==> src/rtl/alu_exec_stage.sv <==
// rtl/alu_exec_stage.sv - operand-fetch / execute / write-back sequencer around the 8-bit ALU
// Optional flag outputs enabled by defining ALU_EXEC_FLAGS_EN.
module alu_exec_stage #(
    parameter int REG_COUNT  = 8,
    parameter int REG_ADDR_W = 3,
    parameter int DATA_W     = 8
) (
    input  logic                  clk,
    input  logic                  rst,
    input  logic                  instr_valid,
    output logic                  instr_ready,
    input  logic [2:0]            instr_op,
    input  logic [REG_ADDR_W-1:0] instr_rd,
    input  logic [REG_ADDR_W-1:0] instr_rs1,
    input  logic [REG_ADDR_W-1:0] instr_rs2,
    output logic [2:0]            alu_op,
    output logic [DATA_W-1:0]     alu_a,
    output logic [DATA_W-1:0]     alu_b,
    input  logic [DATA_W-1:0]     alu_c,
    output logic                  wb_valid,
    output logic [REG_ADDR_W-1:0] wb_rd,
    output logic [DATA_W-1:0]     wb_data,
    output logic                  illegal,
    input  logic [REG_ADDR_W-1:0] dbg_addr,
    output logic [DATA_W-1:0]     dbg_data,
    output logic                  flag_z,
    output logic                  flag_n
);

    localparam logic [2:0] OP_ADD = 3'd0;
    localparam logic [2:0] OP_SUB = 3'd1;
    localparam logic [2:0] OP_INC = 3'd2;
    localparam logic [2:0] OP_DEC = 3'd3;

    typedef enum logic [1:0] {
        IDLE = 2'd0,
        READ = 2'd1,
        EXEC = 2'd2,
        WB   = 2'd3
    } state_t;

    state_t                  state_q;
    state_t                  state_d;
    logic [DATA_W-1:0]       regs [REG_COUNT];
    logic [2:0]              op_q;
    logic [REG_ADDR_W-1:0]   rd_q;
    logic [REG_ADDR_W-1:0]   rs1_q;
    logic [REG_ADDR_W-1:0]   rs2_q;
    logic [DATA_W-1:0]       result_q;
    logic                    handshake;
    logic                    op_legal;
    logic                    op_unary;

    assign instr_ready = (state_q == IDLE);
    assign handshake   = instr_valid & instr_ready;
    assign dbg_data    = regs[dbg_addr];
    assign op_unary    = (op_q == OP_INC) || (op_q == OP_DEC);

    always_comb begin
        op_legal = 1'b0;
        case (instr_op)
            OP_ADD, OP_SUB, OP_INC, OP_DEC: op_legal = 1'b1;
            default:                        op_legal = 1'b0;
        endcase
    end

    always_comb begin
        state_d = state_q;
        case (state_q)
            IDLE:    if (handshake && op_legal) state_d = READ;
            READ:    state_d = EXEC;
            EXEC:    state_d = WB;
            WB:      state_d = IDLE;
            default: state_d = IDLE;
        endcase
    end

    always_ff @(posedge clk) begin
        if (rst) begin
            state_q <= IDLE;
        end else begin
            state_q <= state_d;
        end
    end

    always_ff @(posedge clk) begin
        if (rst) begin
            for (int i = 0; i < REG_COUNT; i++) begin
                regs[i] <= '0;
            end
            op_q     <= OP_ADD;
            rd_q     <= '0;
            rs1_q    <= '0;
            rs2_q    <= '0;
            result_q <= '0;
            alu_op   <= OP_ADD;
            alu_a    <= '0;
            alu_b    <= '0;
            wb_valid <= 1'b0;
            wb_rd    <= '0;
            wb_data  <= '0;
            illegal  <= 1'b0;
        end else begin
            wb_valid <= 1'b0;
            illegal  <= handshake & ~op_legal;
            // Rejected ops leave the latched fields alone so alu_* keep their values.
            if (handshake && op_legal) begin
                op_q  <= instr_op;
                rd_q  <= instr_rd;
                rs1_q <= instr_rs1;
                rs2_q <= instr_rs2;
            end
            case (state_q)
                READ: begin
                    alu_op <= op_q;
                    alu_a  <= regs[rs1_q];
                    alu_b  <= op_unary ? '0 : regs[rs2_q];
                end
                EXEC: begin
                    result_q <= alu_c;
                    wb_valid <= 1'b1;
                    wb_rd    <= rd_q;
                    wb_data  <= alu_c;
                end
                WB: begin
                    regs[rd_q] <= result_q;
                end
                default: begin
                end
            endcase
        end
    end

`ifdef ALU_EXEC_FLAGS_EN
    always_ff @(posedge clk) begin
        if (rst) begin
            flag_z <= 1'b0;
            flag_n <= 1'b0;
        end else if (state_q == WB) begin
            flag_z <= (result_q == '0);
            flag_n <= result_q[DATA_W-1];
        end
    end
`else
    assign flag_z = 1'b0;
    assign flag_n = 1'b0;
`endif

endmodule

==> config.mk <==
export PLATFORM = sky130hd
export DESIGN_NAME = alu_exec_stage
export DESIGN_NICKNAME = d
export VERILOG_FILES = /design/src/rtl/alu_exec_stage.sv
export SDC_FILE = /design/constraint.sdc
export NUM_CORES = 1
export LEC_CHECK = 0
export CAP_MARGIN = 10
export CORE_MARGIN = 2
export CORE_UTILIZATION = 23
export CTS_CLUSTER_SIZE = 12
export DETAILED_ROUTE_END_ITERATION = 10
export REMOVE_ABC_BUFFERS = 1
export SYNTH_ARGS = -nofsm -noshare
export SYNTH_HDL_FRONTEND = slang
export SYNTH_SLANG_ARGS = --single-unit
export TNS_END_PERCENT = 1
==> constraint.sdc <==
create_clock -name clk -period 3.6 [get_ports clk]
set_input_delay 0.72 -clock clk [delete_from_list [all_inputs] [get_ports clk]]
set_output_delay 0.72 -clock clk [all_outputs]
set_load 0.01 [all_outputs]
==> results of run 1 <==
[power by group through the flow]
stage	registers (mW)	clock network (mW)	logic, mW
global placement	1.65	0	0.818
CTS	1.62	1.68	0.823
detailed placement	1.65	0	0.819
floorplan	1.65	0	0.419
finish	1.62	1.64	0.804
global route	1.64	1.75	0.892
[worst max-delay path: cells and delay by family]
family	cells	cell delay (ns)
buf+inv	3	1.16
mux	2	0.88
[how the worst max path moves through the flow]
stage / cells after the start / startpoint / slack [ns] / to
finish: 5 / dbg_addr[0] / 0.11 / dbg_data[2]
global route: 5 / dbg_addr[0] / 0.06 / dbg_data[5]
CTS: 5 / dbg_addr[0] / 0.11 / dbg_data[2]
detailed placement: 5 / dbg_addr[0] / 0.12 / dbg_data[6]
global placement: 5 / dbg_addr[0] / 0.13 / dbg_data[4]
floorplan: 2 / dbg_addr[0] / 1.36 / dbg_data[0]
[sequential cells by signal, indices dropped and copies added, names as in the netlist, named ones only]
register and cells:
regs 64, alu_a 8, alu_b 8, result_q 8, alu_op 3, op_q 3, rd_q 3, rs1_q 3
rs2_q 3, wb_rd 3, state_q 2, illegal 1, wb_valid 1
[layer usage]
| layer | vias to the layer above | part of all wire, % | wire, um |
|---|---|---|---|
| met5 | - | 0 | 0 |
| met4 | 0 | 2.0 | 277 |
| met3 | 21 | 4.0 | 566 |
| met2 | 94 | 50 | 7030 |
| met1 | 1776 | 44 | 6170 |
| li1 | 1797 | - | - |
[through the flow]
step	std cells	cell area [um^2]	util [%]	hold WS [ns]	setup WS, ns
CTS	854	7280	29.9	0.460	0.114
floorplan	418	5510	-	0.430	1.36
finish	854	7280	29.9	0.457	0.109
global placement	822	6690	27.5	0.445	0.127
detailed placement	822	6690	27.5	0.452	0.118
global route	854	7280	29.9	0.479	0.0557
[final cells by class]
type,count,area (um^2),share of cell area [%]
Clock buffer,21,503,6.91
Clock inverter,11,87.6,1.20
Inverter,3,11.3,0.155
Multi-Input combinational cell,302,2600,35.7
Sequential cell,113,2900,39.9
Tap cell,324,405,5.57
Timing Repair Buffer,80,773,10.6
[cells by family (layout without fill, tap and decap cells)]
logic type | Yosys count | in the layout
AOI/OAI and AO/OA | 42 | 42
adders and majority gates | 5 | 5
buffers and inverters | 32 | 115
DFF | 113 | 113
muxes | 78 | 78
other | 1 | 2
and+or+nand+nor | 175 | 175
[cells in the final DEF, fill, tap and decap left out, drive strengths merged]
master / netlist / layout
nor2: 30 / 30
mux4: 40 / 40
inv: 3 / 9
nand2b: 19 / 19
a21boi: 1 / 1
a22oi: 8 / 8
nand2: 27 / 27
nand3: 10 / 10
mux2i: 30 / 30
nand3b: 2 / 2
o21ai: 1 / 1
buf: 15 / 15
a21oi: 24 / 24
or3b: 1 / 1
conb: 1 / 2
edfxtp: 64 / 64
clkdlybuf4s50: 0 / 65
or2: 8 / 8
ha: 5 / 5
and2: 64 / 64
nor3: 11 / 11
clkbuf: 14 / 21
mux2: 8 / 8
dfxtp: 49 / 49
clkinv: 0 / 5
nor2b: 2 / 2
o22ai: 8 / 8
nor3b: 1 / 1
==> results.yml, run 1 <==
global_route:
  grt_pass1_wl_um: 22100
  antenna_found_initial: 0
  grt.total_usage_pct: 11.4
  met2_usage_pct: 19.0
  grt-busiest-layer: "met2"
  use_met3_pct: 2.72
  grt_max_degree: 42
  grt_pass1_vias: 3835
  grt-ovfl-total: 0
  gr-usage-met1_pct: 14.0
setup_path:
  rr_worst_depth: 5
  cp-end-kind: "output port"
  r2r_slack_ns: 1.63
  cp_slowest_cell: "mux4_1"
  worstSetupPathType: "input pin to output port"
  cpMostUsedCell: "clkdlybuf4s50_1"
  critPathLaunchType: "input pin"
  rr_startpoint: "state_q[0]$_SDFFE_PP0P_"
  crit_path_max_incr_delay_ns: 0.57
  arrival_ns: 2.77
  crit_fanout: 16
  r2r-end: "regs[0][4]$_SDFFCE_PN0P_"
  path_cells: "clkdlybuf4s50_1, buf_12, mux4_1, mux2_2, clkdlybuf4s50_1"
  cp.required_ns: 2.88
logic_synthesis:
  yosys_warnings: 0
  synth_xor_area_share_pct: 0
  yosysTopAreaCellShare_pct: 33.7
  synth-adder-area-share_pct: 1.10
  synthDistinctLibCells: 33
  synth_area_mm2: 0.00570
  ys_async_sr_fraction_pct: 0
  synth_compound_area_share_pct: 4.26
  ys_ff_latch: 113
  yosys_most_used_dff: "edfxtp_1"
  synth.top_cells.by_count: "and2_1 (64), edfxtp_1 (64), dfxtp_1 (49)"
  synthTopCellsByArea: "edfxtp_1 (34%), dfxtp_1 (17%), mux4_2 (9.9%)"
  avgSynthCellArea_um2: 12.8
  synthCells: 446
  synth_top_family_by_area: "multiplexers"
  synth_seq_area_share_pct: 51.0
  synth-simple-area-share_pct: 16.5
  yosys.area.top_type: "edfxtp_1"
  synth_edf_count: 64
  synthMuxAreaShare_pct: 23.7
clocking:
  cts-root-buf: "clkbuf_16"
  cts_tree: "built"
  ctsResizeCount: 0
  post_cts_buffers: 0
  cts_buffers: 17
  clockBufferDepth: 2
  clk_latency_ns: 0.41
  path_clk_slew_ns: 0.06
  clkSinkCount: 113
  cts_hold_repair.buffers: 0
  htree_num_levels: 4
power:
  combPwrFrac_pct: 19.8
  p_switching_mw: 1.14
  seqPwrFrac_pct: 39.9
  p_leak_nw: 2.55
  total_power_mw: 4.07
  intPower_mw: 2.93
  p_per_area_mw_per_mm2: 558
  p_sw_share_pct: 28.0
  power_frac_clock_pct: 40.3
  peakVddDrop_mv: 0.327
die:
  rows: 57
  floorplan.initialDensity_pct: 23.4
  die-area_mm2: 0.0260
  core-area_mm2: 0.0243
  die_w_um: 161
  io_pins: 69
  die_h_um: 161
routing:
  antenna_left: 0
  routed_via_density: 4.32
  via_count: 3688
  drtIter0Drc: 263
  wl_um: 14000
  first_pass_iters: 4
  avgRoutedWirePerCell_um: 16.4
  drc_errors: 0
sta:
  fin_crit_ns: 3.49
  report.final.slew_viol_count: 0
  clock-skew-final_ns: 0.00702
  relSlewSlack_pct: 40.1
  tightest_slew_ns: 0.898
  fmax_ghz: 0.286
  rsz0062_at_grt: "false"
  finalSetupViolCount: 0
  tns_ns: 0
  hold_violations: 0
  finalCritPeriodShare_pct: 97.0
placed_design:
  globalplace.congestion: 0.836
  dpl.hpwl_um: 10500
  port_buffers: 66
job:
  cap_violations: 0
cells_and_area:
  antenna_cells: 0
  area_delta_synth_final_pct: 27.8
  fillCellCount: 2437
  drive_gt1_share_pct: 17.0
  final_nets: 548
hold_path:
  hold_class: "flip-flop to flip-flop"
  worstHoldStart: "op_q[0]$_SDFFE_PP0P_"
  min_to: "op_q[0]$_SDFFE_PP0P_"
  hold_path_depth: 2
run_status:
  outcome: "complete, no violations"
Note: power is estimated with default switching activity, not from simulation.
==> run 2: changes to the inputs <==
Clock period 3.6 ns to 3.7 ns, I/O delays scaled along.
==> run 2 against run 1 <==
  * Count of clock-buffer cells in the layout shrank 1
  * First-iteration DRC count increased by 1.9%
  * Combinational power down 4.9%
  * Flip-flop and latch count did not move
  * Critical path depth stayed put
  * Sequential power about the same
  * Via count grew 0.76%
  * Setup slack better by 0.070 ns
  * Critical path type unchanged
  * Non-clock buffer count stayed put
  * Worst hold slack better by 0.0018 ns
==> results.yml, run 2 (synthesis results as in run 1) <==
cells_and_area:
  layout_common_cells: "clkdlybuf4s50_1 (65), and2_1 (64), edfxtp_1 (64)"
  antenna_cells: 0
  area_delta_synth_final_pct: 28.3
  final_common_cell: "clkdlybuf4s50_1"
  regMostFlops: "regs"
  largest_reg_flops: 64
  drive_gt1_share_pct: 17.0
  final_nets: 548
setup_path:
  rr_worst_depth: 4
  crit_path_max_incr_delay_ns: 0.57
  cp-end-kind: "output port"
  cpMostUsedCell: "clkdlybuf4s50_1"
  r2r-end: "alu_b[7]$_SDFFE_PP0N_"
  cp.required_ns: 2.96
  path_buf_inv: 3
  crit_family: "buffers and inverters"
  critPathLaunchType: "input pin"
  cp_slowest_cell: "mux4_1"
  arrival_ns: 2.78
  crit_fanout: 16
  r2r_slack_ns: 1.58
  path_cells: "clkdlybuf4s50_1, buf_12, mux4_1, mux2_2, clkdlybuf4s50_1"
  cp.depth: 5
  worstSetupPathType: "input pin to output port"
die:
  io_pins: 69
  die-area_mm2: 0.0260
  core-area_mm2: 0.0243
  rows: 57
  die_h_um: 161
  floorplan.initialDensity_pct: 23.4
  die_w_um: 161
global_route:
  grt-ovfl-total: 0
  antenna_found_initial: 0
  grt_max_degree: 42
  grt_pass1_vias: 3844
  grt_pass1_wl_um: 22500
  grt.total_usage_pct: 11.4
clocking:
  clkSinkCount: 113
  ctsResizeCount: 0
  cts_buffers: 17
  cts_hold_repair.buffers: 0
  clk_latency_ns: 0.42
  cts_tree: "built"
  clockBufferDepth: 2
  cts-root-buf: "clkbuf_16"
  post_cts_buffers: 0
  path_clk_slew_ns: 0.06
  htree_num_levels: 4
hold_path:
  hold_path_depth: 2
  min_to: "op_q[0]$_SDFFE_PP0P_"
  worstHoldStart: "op_q[0]$_SDFFE_PP0P_"
  hold_class: "flip-flop to flip-flop"
power:
  p_leak_nw: 2.56
  total_power_mw: 4.03
  p_per_area_mw_per_mm2: 552
  peakVddDrop_mv: 0.317
sta:
  report.final.slew_viol_count: 0
  fmax_ghz: 0.284
  fin_crit_ns: 3.52
  setup_slack_ns: 0.179
  hold_ws_ns: 0.459
  tightest_slew_ns: 1.10
  finalSetupViolCount: 0
  relSlewSlack_pct: 26.2
  rsz0062_at_grt: "false"
  finalCritPeriodShare_pct: 95.2
  clock-skew-final_ns: 0.0145
  tns_ns: 0
  hold_violations: 0
job:
  cap_violations: 0
routing:
  avgRoutedWirePerCell_um: 16.8
  drc_errors: 0
  drtIter0Drc: 268
  wl_um: 14300
  antenna_left: 0
  first_pass_iters: 5
  routed_via_density: 4.35
  via_count: 3716
placed_design:
  place_ws_ns: 0.170
  port_buffers: 66
  dpl.hpwl_um: 10700
  globalplace.congestion: 0.830
run_status:
  outcome: "complete, no violations"
run 2: cell count changes in the layout (fill, tap and decap cells not counted), sizes merged:
cell | previous run | this run
clkbuf | 21 | 20
inv | 9 | 7
bufinv | 0 | 1
clkinv | 5 | 7
run 2: how the worst max path moves through the flow:
stage	slack (ns)	endpoint	startpoint
floorplan	1.42	dbg_data[0]	dbg_addr[0]
global placement	0.19	dbg_data[4]	dbg_addr[0]
detailed placement	0.17	dbg_data[5]	dbg_addr[0]
CTS	0.17	dbg_data[4]	dbg_addr[0]
global route	0.10	dbg_data[5]	dbg_addr[0]
finish	0.18	dbg_data[5]	dbg_addr[0]
run 2: routing by layer:
layer  up-vias  share of wire, %  GRT usage [%]
li1       1787                 -              -
met1      1799                42           13.9
met2       115                51           19.2
met3        15               4.7           2.41
met4         0               1.5           5.60
met5         -                 0              0
run 2: report_power, final:
part	switching (mW)	internal (mW)	total [mW]
Sequential	0.149	1.45	1.60
Combinational	0.350	0.415	0.765
Clock	0.615	1.05	1.67
run 2: tightest hold or removal path, stage by stage, from the launching register on:
cell and delay [ns]:
dfxtp_1 0.31, nand2_1 0.05, a21oi_1 0.05
run 2: area by class of cell:
cell class                 count  area, um^2
fill                        2446       17000
sequential                   113        2900
multi-input combinational    302        2600
timing repair buffer          80         773
clock buffer                  20         500
tap                          324         405
clock inverter                12         116
inverter                       3        11.3
run 2: metrics by stage:
step,utilization (%),instances,instance area (um^2)
after floorplan,-,418,5510
after CTS,30.0,854,7310
final,30.0,854,7310
after global routing,30.0,854,7310
after global placement,27.5,822,6690
after detailed placement,27.5,822,6690
==> run 3: changes to the inputs <==
Settings changed: SLEW_MARGIN set to 20.
==> run 3 against run 2 <==
  * Clock power about the same
  * Maximum frequency barely moved
  * Critical path type unchanged
  * Worst hold slack got worse by 0.00081 ns
  * Wire length down 0.10%
  * Non-clock buffer count unchanged
  * Final cell count unchanged
  * First-iteration DRC count fell by 7.8%
  * Die area is the same
  * Clock skew decreased by 0.0079 ns
==> results.yml, run 3 (synthesis results as in run 1) <==
die:
  rows: 57
  io_pins: 69
  die_h_um: 161
  floorplan.initialDensity_pct: 23.4
  core-area_mm2: 0.0243
  die-area_mm2: 0.0260
  die_w_um: 161
power:
  seqPwrFrac_pct: 39.7
  p_per_area_mw_per_mm2: 552
  power_frac_clock_pct: 41.4
  p_switching_mw: 1.12
  p_sw_share_pct: 27.7
  combPwrFrac_pct: 19.0
  p_leak_nw: 2.56
  peakVddDrop_mv: 0.318
  intPower_mw: 2.92
clocking:
  clockBufferDepth: 2
  clk_latency_ns: 0.42
  cts_hold_repair.buffers: 0
  cts_buffers: 17
  htree_num_levels: 4
  path_clk_slew_ns: 0.06
  clkSinkCount: 113
  cts-root-buf: "clkbuf_16"
  ctsResizeCount: 0
  post_cts_buffers: 0
  cts_tree: "built"
global_route:
  grt_pass1_wl_um: 22500
  antenna_found_initial: 0
  grt_max_degree: 42
  grt_pass1_vias: 3844
  grt.total_usage_pct: 11.4
  grt-ovfl-total: 0
sta:
  setup_slack_ns: 0.180
  finalCritPeriodShare_pct: 95.1
  report.final.slew_viol_count: 0
  hold_violations: 0
  hold_ws_ns: 0.458
  finalSetupViolCount: 0
  fin_crit_ns: 3.52
  tns_ns: 0
  rsz0062_at_grt: "false"
  tightest_slew_ns: 1.03
  relSlewSlack_pct: 31.1
  fmax_ghz: 0.284
  clock-skew-final_ns: 0.00663
setup_path:
  path_cells: "clkdlybuf4s50_1, buf_12, mux4_1, mux2_2, clkdlybuf4s50_1"
  cpMostUsedCell: "clkdlybuf4s50_1"
  arrival_ns: 2.78
  critPathLaunchType: "input pin"
  crit_family: "buffers and inverters"
  path_buf_inv: 3
  worstSetupPathType: "input pin to output port"
  cp-end-kind: "output port"
  crit_path_max_incr_delay_ns: 0.57
  cp.required_ns: 2.96
  crit_fanout: 16
  cp_slowest_cell: "mux4_1"
routing:
  drtIter0Drc: 247
  antenna_left: 0
  drc_errors: 0
  avgRoutedWirePerCell_um: 16.8
  routed_via_density: 4.35
  wl_um: 14300
  first_pass_iters: 6
  via_count: 3717
cells_and_area:
  fin_cells: 854
  drive_gt1_share_pct: 17.2
  fillCellCount: 2445
  final_common_cell: "clkdlybuf4s50_1"
  largest_reg_flops: 64
  regMostFlops: "regs"
  antenna_cells: 0
  layout_common_cells: "clkdlybuf4s50_1 (65), and2_1 (64), edfxtp_1 (64)"
  final_nets: 548
  area_delta_synth_final_pct: 28.3
job:
  cap_violations: 0
run_status:
  outcome: "complete, no violations"
placed_design:
  dpl.hpwl_um: 10700
  placedCellCount: 822
  port_buffers: 66
  place_ws_ns: 0.170
  globalplace.congestion: 0.830
hold_path:
  hold_class: "flip-flop to flip-flop"
[run 3: cell count changes in the layout (fill, tap and decap cells not counted)]
cell and change:
dfxtp_1 -1, dfxtp_2 +1
[run 3: worst register-to-register path, cell delays in order, from the launching register on]
cell,delay (ns)
dfxtp_1,0.99
mux4_2,0.66
nand2b_1,0.16
nand3_1,0.10
a21oi_1,0.08
[run 3: routing by layer]
| layer | global-route usage [%] | wire length, um | share of wire (%) |
|---|---|---|---|
| met2 | 19.2 | 7270 | 51 |
| met4 | 5.60 | 263 | 1.8 |
| met5 | 0 | 0 | 0 |
| met1 | 13.9 | 6200 | 43 |
| met3 | 2.41 | 590 | 4.1 |
[run 3: final cells by class]
| cell class | count | area, um^2 | share of cell area (%) |
|---|---|---|---|
| Clock buffer | 20 | 500 | 6.85 |
| Clock inverter | 12 | 116 | 1.59 |
| Inverter | 3 | 11.3 | 0.154 |
| Multi-Input combinational cell | 302 | 2600 | 35.5 |
| Sequential cell | 113 | 2900 | 39.7 |
| Tap cell | 324 | 405 | 5.55 |
| Timing Repair Buffer | 80 | 773 | 10.6 |
[run 3: final timing paths]
| check | start | cells past startpoint | endpoint | slack, ns |
|---|---|---|---|---|
| setup / recovery | dbg_addr[0] | 5 | dbg_data[5] | 0.18 |
| hold / removal | op_q[0]$_SDFFE_PP0P_ | 2 | op_q[0]$_SDFFE_PP0P_ | 0.46 |
| setup reg to reg | flip-flop | 4 | alu_b[7]$_SDFFE_PP0N_ | 1.58 |
| hold reg to reg | op_q[0]$_SDFFE_PP0P_ | 2 | op_q[0]$_SDFFE_PP0P_ | 0.46 |
[run 3: metrics by stage]
step           total power, mW  utilization (%)  cell area, um^2
6_report                  4.03             30.1             7310
4_1_cts                   4.09             30.0             7310
3_3_place_gp              2.40             27.5             6690
3_5_place_dp              2.41             27.5             6690
5_1_grt                   4.23             30.1             7310
2_1_floorplan             2.02                -             5510
[run 3: power by group through the flow]
stage | clock (mW) | combinational, mW | sequential [mW]
finish | 1.67 | 0.765 | 1.60
global route | 1.76 | 0.842 | 1.63
CTS | 1.70 | 0.782 | 1.60
detailed placement | 0 | 0.779 | 1.63
global placement | 0 | 0.774 | 1.62
floorplan | 0 | 0.407 | 1.61
==> variant 1, RTL diff (settings of run 3) <==
Change the parameter `REG_ADDR_W` from 3 to 2.
--- a/src/rtl/alu_exec_stage.sv
+++ b/src/rtl/alu_exec_stage.sv
@@ -3,5 +3,5 @@
 module alu_exec_stage #(
     parameter int REG_COUNT  = 8,
-    parameter int REG_ADDR_W = 3,
+    parameter int REG_ADDR_W = 2,
     parameter int DATA_W     = 8
 ) (
Ports: changed (5 resized); port bits go from 69 to 64. The function was not compared with the original's and may differ.
==> variant 1 against run 3 <==
  * Power decreased by 38%
  * Worst setup slack improved by 0.32 ns
  * Final cell count decreased by 39%
  * Sequential share of layout area increased by 0.99 points
  * Sequential cell count decreased by 37
  * Hold slack improved by 0.0087 ns
  * Area after synthesis decreased by 38%
  * Routed wire length decreased by 46%
  * Design area decreased by 38%
  * Count of clock-buffer cells in the layout decreased by 9
  * Maximum frequency increased by 10%
==> variant 1: results (changes against run 3) <==
[sta]
max-slew-margin-rel_pct=50.0  ; was 31.1%
fin_worst_skew_ns=0.00414  ; was 0.00663 ns
fin_ws_ns=0.505  ; was 0.180 ns
whs_ns=0.467  ; was 0.458 ns

[synth]
synth_seq_area_share_pct=51.9  ; was 51.0%
synth_ff_type=dfxtp_1  ; was edfxtp_1
synth_commonest_cells=dfxtp_1, and2_1, edfxtp_1  ; was and2_1, edfxtp_1, dfxtp_1
synth_area_leaders=edfxtp_1, dfxtp_1, mux4_2  ; unchanged
synth_edf_count=32  ; was 64
synth_warnings=0  ; unchanged
postSynthCellCount=274  ; was 446

[place]
placed_cells=504  ; was 822
io_buffers=61  ; was 66
place_ws_ns=0.481  ; was 0.170 ns
place_area_um2=4240  ; was 6690 um2
place.gp.congestion=0.716  ; was 0.830
dp_hpwl_mm=5.96  ; was 10.7 mm

[power_and_ir_drop]
p_leak_nw=1.54  ; was 2.56 nW
peakVddDrop_mv=0.193  ; was 0.318 mV

[setup_path]
regToRegSetupSlack_ns=1.95  ; was 1.58 ns
cp-startpoint=dbg_addr[0]  ; unchanged
cp.arrival_ns=2.45  ; was 2.78 ns
crit_slowest_cell=mux4_2  ; was mux4_1
regToRegEndpoint=state_q[0]  ; was alu_b[7]
r2r_cells=5  ; was 4
cp_slowest_stage_delay_ns=0.55  ; was 0.57 ns
cp_max_fo=8  ; was 16

[clocking]
htreeDepth=3  ; was 4
insertion_delay_ns=0.33  ; was 0.42 ns
numCtsBuffers=9  ; was 17

[worst_hold_path]
hp-start=rs2_q[1]  ; was op_q[0]
hp-class=reg -> reg  ; unchanged
whs_endpoint=rs2_q[1]  ; was op_q[0]

[grt]
grt_usage_pct=9.96  ; was 11.4%
grt_pass1_wl_mm=12.5  ; was 22.5 mm
grt_max_degree=29  ; was 42
first_global_vias=2378  ; was 3844

[status]
status=finished clean  ; unchanged

[route]
routed_wl_mm=7.77  ; was 14.3 mm
vias=2258  ; was 3717
drt_first_pass_iters=4  ; was 6
drtIter0Drc=74  ; was 247

[layout]
final_layout_size_suffix_gt1_share_pct=14.8  ; was 17.2%
largest_register_ff_count=32  ; was 64
nets=354  ; was 548
fin_cells=520  ; was 854

variant 1: routing by layer:
layer / global-route usage [%] / part of all wire (%) / vias up
li1: - / - / 1093
met1: 11.3 / 42 / 1084
met2: 16.9 / 51 / 66
met3: 1.96 / 4.2 / 15
met4: 6.79 / 2.7 / 0
met5: 0 / 0 / -
variant 1: area by class of cell:
cell class              instances  area (um2)
well taps                     188         235
fillers                      1517       10600
inverters                       3        11.3
clock buffers                  11         254
multi-input cells             174        1530
clock inverters                 5        30.0
flip-flops and latches         76        1840
repair buffers                 63         621
variant 1: cell families after synthesis:
| logic type | share of synthesized area, % |
|---|---|
| compound gates | 3.28 |
| mux | 21.2 |
| fa+ha+maj | 1.76 |
| flops | 51.9 |
| other cells | 0.106 |
| simple gates | 16.6 |
| buf+inv | 5.15 |
variant 1: power breakdown:
part	switching, mW	total (mW)	internal (mW)
clock network	0.341	0.836	0.495
logic	0.268	0.594	0.326
registers	0.0981	1.06	0.966
==> variant 2, RTL diff (config.mk and constraints of run 3) <==
Without the edit above. Encoding of `state_t`: now Gray code (2 bits for 4 states).
--- a/src/rtl/alu_exec_stage.sv
+++ b/src/rtl/alu_exec_stage.sv
@@ -34,8 +34,8 @@
 
     typedef enum logic [1:0] {
-        IDLE = 2'd0,
-        READ = 2'd1,
-        EXEC = 2'd2,
-        WB   = 2'd3
+        IDLE = 2'b00,
+        READ = 2'b01,
+        EXEC = 2'b11,
+        WB   = 2'b10
     } state_t;
 
Behaviour: no difference found for any inputs over 4 cycles, from zero or initial values and one cycle with rst high; so few cycles prove little.
==> variant 2 against run 3 <==
  * Sequential cell count unchanged
  * Design area decreased by 1.9%
  * Critical path type unchanged
  * Via count increased by 1.7%
  * Area after synthesis decreased by 0.53%
  * Routed wire length increased by 1.8%
  * Non-clock buffer count unchanged
  * Worst setup slack improved by 0.0024 ns
  * Die area decreased by 0.51%
  * Register-to-register slack got worse by 0.02 ns
  * Highest routed layer unchanged
  * Critical endpoint unchanged
  * Maximum frequency about the same
  * Sequential share of layout area increased by 0.76 points
Power is not compared: it rests on default switching activity, and its combinational part moved more than twofold at a synthesized area within 25%.
==> variant 2: results (changes against run 3) <==
[synth]
synth_commonest_cells=and2_1, edfxtp_1, nand2_1  ; was and2_1, edfxtp_1, dfxtp_1
synth_area_leaders=edfxtp_1, dfxtp_1, mux4_2  ; unchanged
synth.area.mux_share_pct=21.4  ; was 23.7%
postSynthCellCount=451  ; was 446
synth_seq_area_share_pct=51.2  ; was 51.0%
synth_compound_gate_area_share_pct=6.82  ; was 4.26%
synthAdderAreaFrac_pct=0  ; was 1.10%
synth.distinct_cells=32  ; was 33

[sta]
whs_ns=0.455  ; was 0.458 ns
max-slew-margin-rel_pct=30.6  ; was 31.1%

[route]
vias=3779  ; was 3717
drtIter0Drc=282  ; was 247
routed_wl_mm=14.6  ; was 14.3 mm
met1_length_mm=6.91  ; was 6.20 mm
drt_first_pass_iters=5  ; was 6
met3WireLength_um=494  ; was 590 um
met2_length_mm=7.00  ; was 7.27 mm
via_per_inst=4.43  ; was 4.35

[grt]
grt_pass1_wl_mm=22.9  ; was 22.5 mm
grt_util_met2_pct=19.0  ; was 19.2%
grt_usage_pct=11.8  ; was 11.4%
grt_util_met3_pct=3.02  ; was 2.41%
met1_usage_pct=15.4  ; was 13.9%
grt_max_degree=58  ; was 42
first_global_vias=3910  ; was 3844

[layout]
final_layout_size_suffix_gt1_share_pct=17.0  ; was 17.2%
nets=543  ; was 548

[power_and_ir_drop]
total_power_mw=3.24

[place]
place_ws_ns=0.173  ; was 0.170 ns
place.gp.congestion=0.788  ; was 0.830
dp_hpwl_mm=10.7  ; about the same
place_area_um2=6620  ; was 6690 um2

[setup_path]
r2r_cells=3  ; was 4
regToRegEndpoint=alu_b[1]  ; was alu_b[7]

[status]
status=finished clean  ; unchanged

[worst_hold_path]
whs_endpoint=alu_op[2]  ; was op_q[0]

variant 2: cell types whose count changed after synthesis, moves of 8 or more:
cell,delta
nand2b_1,-15
nor3_1,+8
a22oi_1,+8
nor2_1,-12
nand2_1,+26
mux2i_1,-14
a211oi_1,+8
nand3_1,-9
variant 2: worst min-delay path: cells and delay by family, from the launching register on:
| kind | cells | cell delay, ns |
|---|---|---|
| compound gates | 1 | 0.05 |
| flops | 1 | 0.31 |
| simple gates | 1 | 0.05 |
variant 2: kinds of logic after synthesis:
group	count (synthesis)
buf+inv	35
flops	113
other cells	1
mux	64
simple gates	177
compound gates	61
variant 2: layout make-up:
| type | instances | area, um2 |
|---|---|---|
| clock buffer | 20 | 468 |
| multi-input combinational | 304 | 2540 |
| inverter | 1 | 3.75 |
| clock inverter | 12 | 78.8 |
| fill | 2507 | 17100 |
| sequential | 113 | 2900 |
| timing repair buffer | 80 | 773 |
| tap | 324 | 405 |
